File: config.mk
export PLATFORM = sky130hd
export DESIGN_NAME = signed_diff_bcd_converter
export DESIGN_NICKNAME = d
export VERILOG_FILES = /design/src/rtl/signed_diff_bcd_converter_pkg.sv /design/src/rtl/signed_diff_bcd_converter_dabble_correct_4.sv /design/src/rtl/signed_diff_bcd_converter.sv
export SDC_FILE = /design/constraint.sdc
export NUM_CORES = 1
export LEC_CHECK = 0
export CAP_MARGIN = 20
export CORE_ASPECT_RATIO = 0.75
export CORE_MARGIN = 4
export CORE_UTILIZATION = 35
export CTS_BUF_LIST = sky130_fd_sc_hd__clkbuf_4 sky130_fd_sc_hd__clkbuf_8 sky130_fd_sc_hd__clkbuf_16
export DETAILED_ROUTE_END_ITERATION = 10
export DONT_BUFFER_PORTS = 1
export PLACE_DENSITY_LB_ADDON = 0.12
export SYNTH_ARGS = -nofsm -noshare
export SYNTH_HDL_FRONTEND = slang
export SYNTH_SLANG_ARGS = --single-unit
File: constraint.sdc
create_clock -name clk -period 2 [get_ports clk]
set_input_delay 0.6 -clock clk [delete_from_list [all_inputs] [get_ports clk]]
set_output_delay 0.6 -clock clk [all_outputs]
set_load 0.01 [all_outputs]
File: src/rtl/signed_diff_bcd_converter_pkg.sv
// Shared types and sizing for the signed difference to BCD converter.
package signed_diff_bcd_converter_pkg;

   typedef enum logic [1:0] {StIdle, StLoad, StShift, StDone} state_e;

   localparam int unsigned DIFF_WIDTH  = 16;
   localparam int unsigned BCD_DIGITS  = 5;
   localparam int unsigned SHIFT_COUNT = 16;
   localparam int unsigned BCD_WIDTH   = 4 * BCD_DIGITS;
   localparam int unsigned CNT_WIDTH   = $clog2(SHIFT_COUNT + 1);

endpackage

File: src/rtl/signed_diff_bcd_converter_dabble_correct_4.sv
// Double-dabble digit correction: add 3 to a BCD digit of 5 or more before shifting.
module dabble_correct_4 (
   input  logic [3:0] digit_i,
   output logic [3:0] digit_o
);

   assign digit_o = (digit_i >= 4'd5) ? digit_i + 4'd3 : digit_i;

endmodule

File: src/rtl/signed_diff_bcd_converter.sv
// Sign/magnitude conversion of a 16-bit two's-complement difference to five BCD digits.
// Define LEADING_ZERO_BLANK_EN to drive the leading-zero blank mask on Blank_out5.
module signed_diff_bcd_converter
   import signed_diff_bcd_converter_pkg::*;
(
   input  logic                  clk,
   input  logic                  rst_n,
   input  logic                  Start_in,
   input  logic [DIFF_WIDTH-1:0] Diff_in16,
   input  logic                  Is_negative_in,
   output logic                  Busy_out,
   output logic                  Done_out,
   output logic                  Sign_out,
   output logic [BCD_WIDTH-1:0]  BCD_out20,
   output logic [BCD_DIGITS-1:0] Blank_out5
);

   state_e state_q, state_d;

   logic [DIFF_WIDTH-1:0]           diff_q;
   logic                            neg_q;
   logic [DIFF_WIDTH-1:0]           mag_q;
   logic [BCD_WIDTH-1:0]            acc_q;
   logic [CNT_WIDTH-1:0]            cnt_q;
   logic                            done_q;
   logic                            sign_q;
   logic [BCD_WIDTH-1:0]            bcd_q;
   logic [BCD_WIDTH-1:0]            acc_corr;
   logic [BCD_WIDTH+DIFF_WIDTH-1:0] shift_full;

   for (genvar g = 0; g < BCD_DIGITS; g++) begin : g_dabble
      dabble_correct_4 u_dabble (
         .digit_i (acc_q[4*g +: 4]),
         .digit_o (acc_corr[4*g +: 4])
      );
   end

   assign shift_full = {acc_corr, mag_q} << 1;

   always_ff @(posedge clk or negedge rst_n) begin
      if (!rst_n) begin
         state_q <= StIdle;
      end else begin
         state_q <= state_d;
      end
   end

   always_comb begin
      state_d = state_q;
      unique case (state_q)
         StIdle:  if (Start_in) state_d = StLoad;
         StLoad:  state_d = StShift;
         StShift: if (cnt_q == CNT_WIDTH'(1)) state_d = StDone;
         StDone:  state_d = StIdle;
         default: state_d = StIdle;
      endcase
   end

   always_ff @(posedge clk or negedge rst_n) begin
      if (!rst_n) begin
         diff_q <= '0;
         neg_q  <= 1'b0;
         mag_q  <= '0;
         acc_q  <= '0;
         cnt_q  <= '0;
         done_q <= 1'b0;
         sign_q <= 1'b0;
         bcd_q  <= '0;
      end else begin
         done_q <= (state_q == StDone);
         unique case (state_q)
            StIdle: begin
               if (Start_in) begin
                  diff_q <= Diff_in16;
                  neg_q  <= Is_negative_in;
               end
            end
            StLoad: begin
               mag_q <= neg_q ? (~diff_q + DIFF_WIDTH'(1)) : diff_q;
               acc_q <= '0;
               cnt_q <= CNT_WIDTH'(SHIFT_COUNT);
            end
            StShift: begin
               acc_q <= shift_full[BCD_WIDTH+DIFF_WIDTH-1 -: BCD_WIDTH];
               mag_q <= shift_full[DIFF_WIDTH-1:0];
               cnt_q <= cnt_q - CNT_WIDTH'(1);
            end
            StDone: begin
               bcd_q  <= acc_q;
               // A negative zero is reported as positive.
               sign_q <= neg_q && (diff_q != '0);
            end
            default: ;
         endcase
      end
   end

`ifdef LEADING_ZERO_BLANK_EN
   logic [BCD_DIGITS-1:0] blank_q, blank_d;
   logic                  upper_zero;

   // Ones digit is never blanked so a zero result still shows "0".
   always_comb begin
      blank_d    = '0;
      upper_zero = 1'b1;
      for (int i = BCD_DIGITS - 1; i > 0; i--) begin
         upper_zero = upper_zero && (acc_q[4*i +: 4] == 4'd0);
         blank_d[i] = upper_zero;
      end
   end

   always_ff @(posedge clk or negedge rst_n) begin
      if (!rst_n) begin
         blank_q <= '0;
      end else if (state_q == StDone) begin
         blank_q <= blank_d;
      end
   end

   assign Blank_out5 = blank_q;
`else
   assign Blank_out5 = '0;
`endif

   assign Busy_out  = (state_q != StIdle);
   assign Done_out  = done_q;
   assign Sign_out  = sign_q;
   assign BCD_out20 = bcd_q;

endmodule

# Word-level counts from Yosys, hierarchy flattened
# Index checks and enable logic that the tools add are counted.
# W data, S select, Z words.
# op_classes
n_reduce_logical	7
n_eq_ne	6
addsub	7
n_mux	12
bitwise_logic	1
magnitude_cmp	5
# ops
operator	n
$pmux W20 S2	1
$pmux W16 S2	1
$ge A4 B3 Y1 const B	5
$add A16 B1 Y16 const B	1
$add A4 B2 Y4 const B	4
$mux W16	1
$mux W4	4
$not A16 Y16	1
$reduce_bool A16 Y1	1
$pmux W5 S2	1
$pmux W2 S4	1
$eq A5 B1 Y1 const B	1
$sub A5 B1 Y5 const B	1
$eq A2 B2 Y1 const B	2
$mux W2	2
$ne A2 B2 Y1 const B	2
$reduce_and A2 Y1	2
$reduce_bool A2 Y1	2
$add A3 B2 Y3 const B	1
$mux W3	1
$eq A2 B1 Y1 const B	1
$logic_not A2 Y1	1
$logic_and A1 B1 Y1	1
# word_totals
elab_cells	47
output_inout_bits	28
ff_bits	82
inputBits	20

# Depth between registers and ports, before layout
# depth
ltp_word	4
mapped_depth	7
mapped_depth_nobuf	7

# By module
# A second synthesis with hierarchy kept.
# unflattened
hier_cells	426
area_unflattened_um2	4222.8
# by_module_without_submodules
module	seq_area_each_um2	n_inst	cells_per_inst	area_per_inst_um2
signed_diff_bcd_converter	2052.0	1	346	3716.1
dabble_correct_4	0.0	5	16	101.3

# Worst setup path before layout
# No wires, ideal clock.
# synth_path
path_kind	register -> register
start	reg diff_q[4]
end	reg mag_q[9]
required_time_ns	1.857
setup_time_ns	0.143
path_stages_with_launch	6
arrival_ns	1.706
slack_ns	0.151
cell_sequence	dfrtp_1 -> or3_4 -> or4_4 -> o41ai_4 -> xor2_1 -> o221ai_1
# synth_via
elab_chain_cells	4
# synth_lines
item	line	source
start: declaration	signed_diff_bcd_converter.sv:20	logic [DIFF_WIDTH-1:0] diff_q;
start signal: assignment	signed_diff_bcd_converter.sv:74	diff_q <= Diff_in16;
$not A16 Y16	signed_diff_bcd_converter.sv:79	mag_q <= neg_q ? (~diff_q + DIFF_WIDTH'(1)) : diff_q;
$add A16 B1 Y16	signed_diff_bcd_converter.sv:79	
$mux W16	signed_diff_bcd_converter.sv:79	
$pmux W16 S2	signed_diff_bcd_converter.sv:71	unique case (state_q)
end signal: assignment	signed_diff_bcd_converter.sv:79	
end signal: assignment	signed_diff_bcd_converter.sv:85	mag_q <= shift_full[DIFF_WIDTH-1:0];
end: declaration	signed_diff_bcd_converter.sv:22	logic [DIFF_WIDTH-1:0] mag_q;
# No other way between the ends.
# A chain may end at the register's enable or synchronous reset.

# Final worst setup path
# Same ends and word-level chain as after synthesis.

==> key figures <==
Timing
  – Final Hold Violating Endpoints: 82
  – Fmax: 0.517 GHz
  – Tmin final: 1.94 ns
  – Layout Skew: 0.00575 ns
  – Rel. slew slack: 64.8%
  – Worst-Margin Slew: 0.527 ns
  – Slew Viols, Final: 0
  – Finish-stage setup viols: 0
  – Final period utilization: 96.8%
  – Hold Slack: -0.0408 ns
  – Final setup TNS: 0 ns

GRT
  – Total grt overflow: 0
  – Vias in the first global route: 2637
  – Global-route wire length before repair: 13500 µm
  – Initial antenna violation count: 0
  – Global-route usage over all layers: 12.5%
  – Largest net degree at the start of global routing: 83

Run status
  – Failing checks: hold timing
  – Status: complete, but fails checks

Placed design
  – Dpl cell area: 4310 µm²
  – Placer Congestion: 0.750
  – Placed cell count: 513
  – Hpwl dp: 5320 µm
  – # port buffers: 0

Final layout
  – Layout cell share with drive strength beyond 1: 21.1%
  – Antenna cell count: 0
  – Layout Utilization: 42.0%
  – FF/Latch Area: 2050 µm²
  – Nets@finish: 420
  – Design area: 4680 µm²
  – Area grow syn2layout: 14.5%
  – Non-Filler Instances: 529
  – Most common cell after layout, fill and taps aside: dfrtp_1
  – Fillcell total: 1058
  – Commonest non-fill, non-tap cells in the layout: 82 x dfrtp_1, 43 x mux2_2, 38 x inv_1
  – Multi-input logic area: 1810 µm²

Min path
  – Hold Crit Class: in -> async

Detailed routing
  – Wire per inst: 14.9 µm
  – Via count: 2640
  – Drt pass-1 iters: 4
  – Total Wirelength: 7880 µm
  – Initial DRC count: 179
  – # DRC: 0
  – Routed Antenna Nets: 0
  – Routed vias/inst: 4.99

Power
  – Worst vdd ir: 566 µV
  – PwrDens: 1580 nW/µm²
  – LEAKAGE: 2.08 nW

Floorplanning
  – Die Ht: 102 µm
  – I/O pin count: 48
  – Initial core utilization: 36.6%
  – DIE WIDTH: 133 µm
  – Core area: 11100 µm²
  – Placement Rows: 33
  – Die footprint: 13500 µm²

Setup path
  – Slowest CP cell: or4_4
  – Critical path peak fanout: 5
  – CP endpoint kind: flop
  – Startpoint Class: flop
  – Slowest stage delay, CP: 0.48 ns
  – Worst Setup Path Type: reg -> reg
  – Critical path required time: 2.20 ns
  – Data arrival, critical path: 2.14 ns
  – Crit path cell chain: or3_4 > or4_4 > o41ai_4 > xor2_1 > o221ai_1
  – CP Buf/Inv Count: 0
  – Delay-heaviest family, CP: simple AND/OR/NAND/NOR gates

Logic synthesis
  – Syn_area_per_cell: 10.9 µm²
  – Post-synth EDFFs: 0
  – Fraction of registers with async set/reset: 100%
  – Cell count after synthesis: 376
  – Post-synthesis sequential area ratio: 50.2%
  – Synthesized area: 4090 µm²
  – Unique masters post-synth: 40
  – Seq cells post-synth: 82
  – Post-synth top flop: dfrtp_1
  – Synth top area share: 50.2%
  – Synth warn: 0
  – Area contributors post-synth: dfrtp_1 50%, mux2_2 12%, ha_1 4.9%, o21ai_0 4.4%, inv_1 3.5%
  – Post-synth top area cell: dfrtp_1

CTS
  – Clk sinks: 82
  – Max Root-Sink Buffers: 2
  – Root Driver: clkbuf_16
  – CTS tree: done
  – Post-CTS Setup Bufs: 0
  – Clk pin slew, worst setup/hold paths: 0.06 ns
  – Worst-Skew Late Latency: 0.34 ns
  – H-tree depth: 3
  – TritonCTS buffer count: 9

Job
  – MaxCap Viol Count: 0
[final timing paths]
kind / startpoint / to / slack [ns] / cells past startpoint
max in group asynchronous: rst_n / BCD_out20[5] / 1.90 / 0
worst max register to register: diff_q[4] / mag_q[9] / 0.06 / 5
worst min register to register: mag_q[2] / mag_q[2] / 0.50 / 1
min in group clk: Diff_in16[11] / diff_q[11] / 0.40 / 1
worst min-delay path: rst_n / cnt_q[2] / -0.04 / 0
worst max-delay path: diff_q[4] / mag_q[9] / 0.06 / 5
[stage by stage]
stage	setup slack [ns]	total power [mW]
after CTS	0.0614	7.48
after floorplan	0.151	4.57
after global placement	0.0964	5.35
after global routing	-0.00126	7.92
after detailed placement	0.0636	5.39
final	0.0647	7.38
[worst reg2reg max path: stages (launching register included)]
cell	delay, ns
dfrtp_1	0.40
or3_4	0.41
or4_4	0.48
o41ai_4	0.23
xor2_1	0.17
o221ai_1	0.11
[repair_timing]
item,in CTS,in global routing
setup endpoints to repair,0,2
gates resized for setup,0,2
hold endpoints to repair,82,82
[power breakdown]
| group | switching, mW | internal [mW] |
|---|---|---|
| logic | 1.48 | 1.35 |
| clock network | 0.666 | 1.39 |
| registers | 0.358 | 2.13 |
| total | 2.51 | 4.87 |
[layout make-up]
class	instances	area share [%]
flip-flops and latches	82	43.9
repair buffers	16	2.83
clock inverters	5	2.67
clock buffers	11	5.27
multi-input cells	237	38.6
inverters	38	3.05
well taps	140	3.74
[cells in the mapped netlist, drive strengths merged, types with 3 or more instances]
cell type  instances
o31ai              5
and3               5
o221ai             6
nand2b             8
nor2               9
xor2              10
xnor2             12
clkbuf            12
o22ai             10
nor3               7
nand2             15
o21ai             36
ha                16
mux2              43
inv               38
dfrtp             82
a21oi             11
nand3b             3
o32ai              4
nand3             11
nor2b              3
buf               11
[per-layer routing]
layer	global-route usage [%]	vias up	part of all wire (%)
li1	-	1323	-
met1	17.0	1265	51
met2	18.9	45	43
met3	4.92	7	5.1
met4	3.12	0	1.0
met5	0	-	0
[cells by family (layout without fill, tap and decap cells)]
logic type,after synthesis,in the layout,share of synthesized area (%)
AOI/OAI and AO/OA,82,82,13.0
buffers and inverters,61,70,6.06
other,1,5,0.0918
DFF,82,82,50.2
adders and majority gates,16,16,4.90
and+or+nand+nor,67,67,8.64
muxes,45,45,12.3
xor gates and xnor gates,22,22,4.72
[registers in the layout, indices dropped and copies added, names as in the netlist]
| register | count |
|---|---|
| cnt_q | 5 |
| state_q | 2 |
| BCD_out20 | 20 |
| acc_q | 20 |
| neg_q | 1 |
| Sign_out | 1 |
| mag_q | 16 |
| diff_q | 16 |
| Done_out | 1 |
Power figures use the tool's default switching activity.
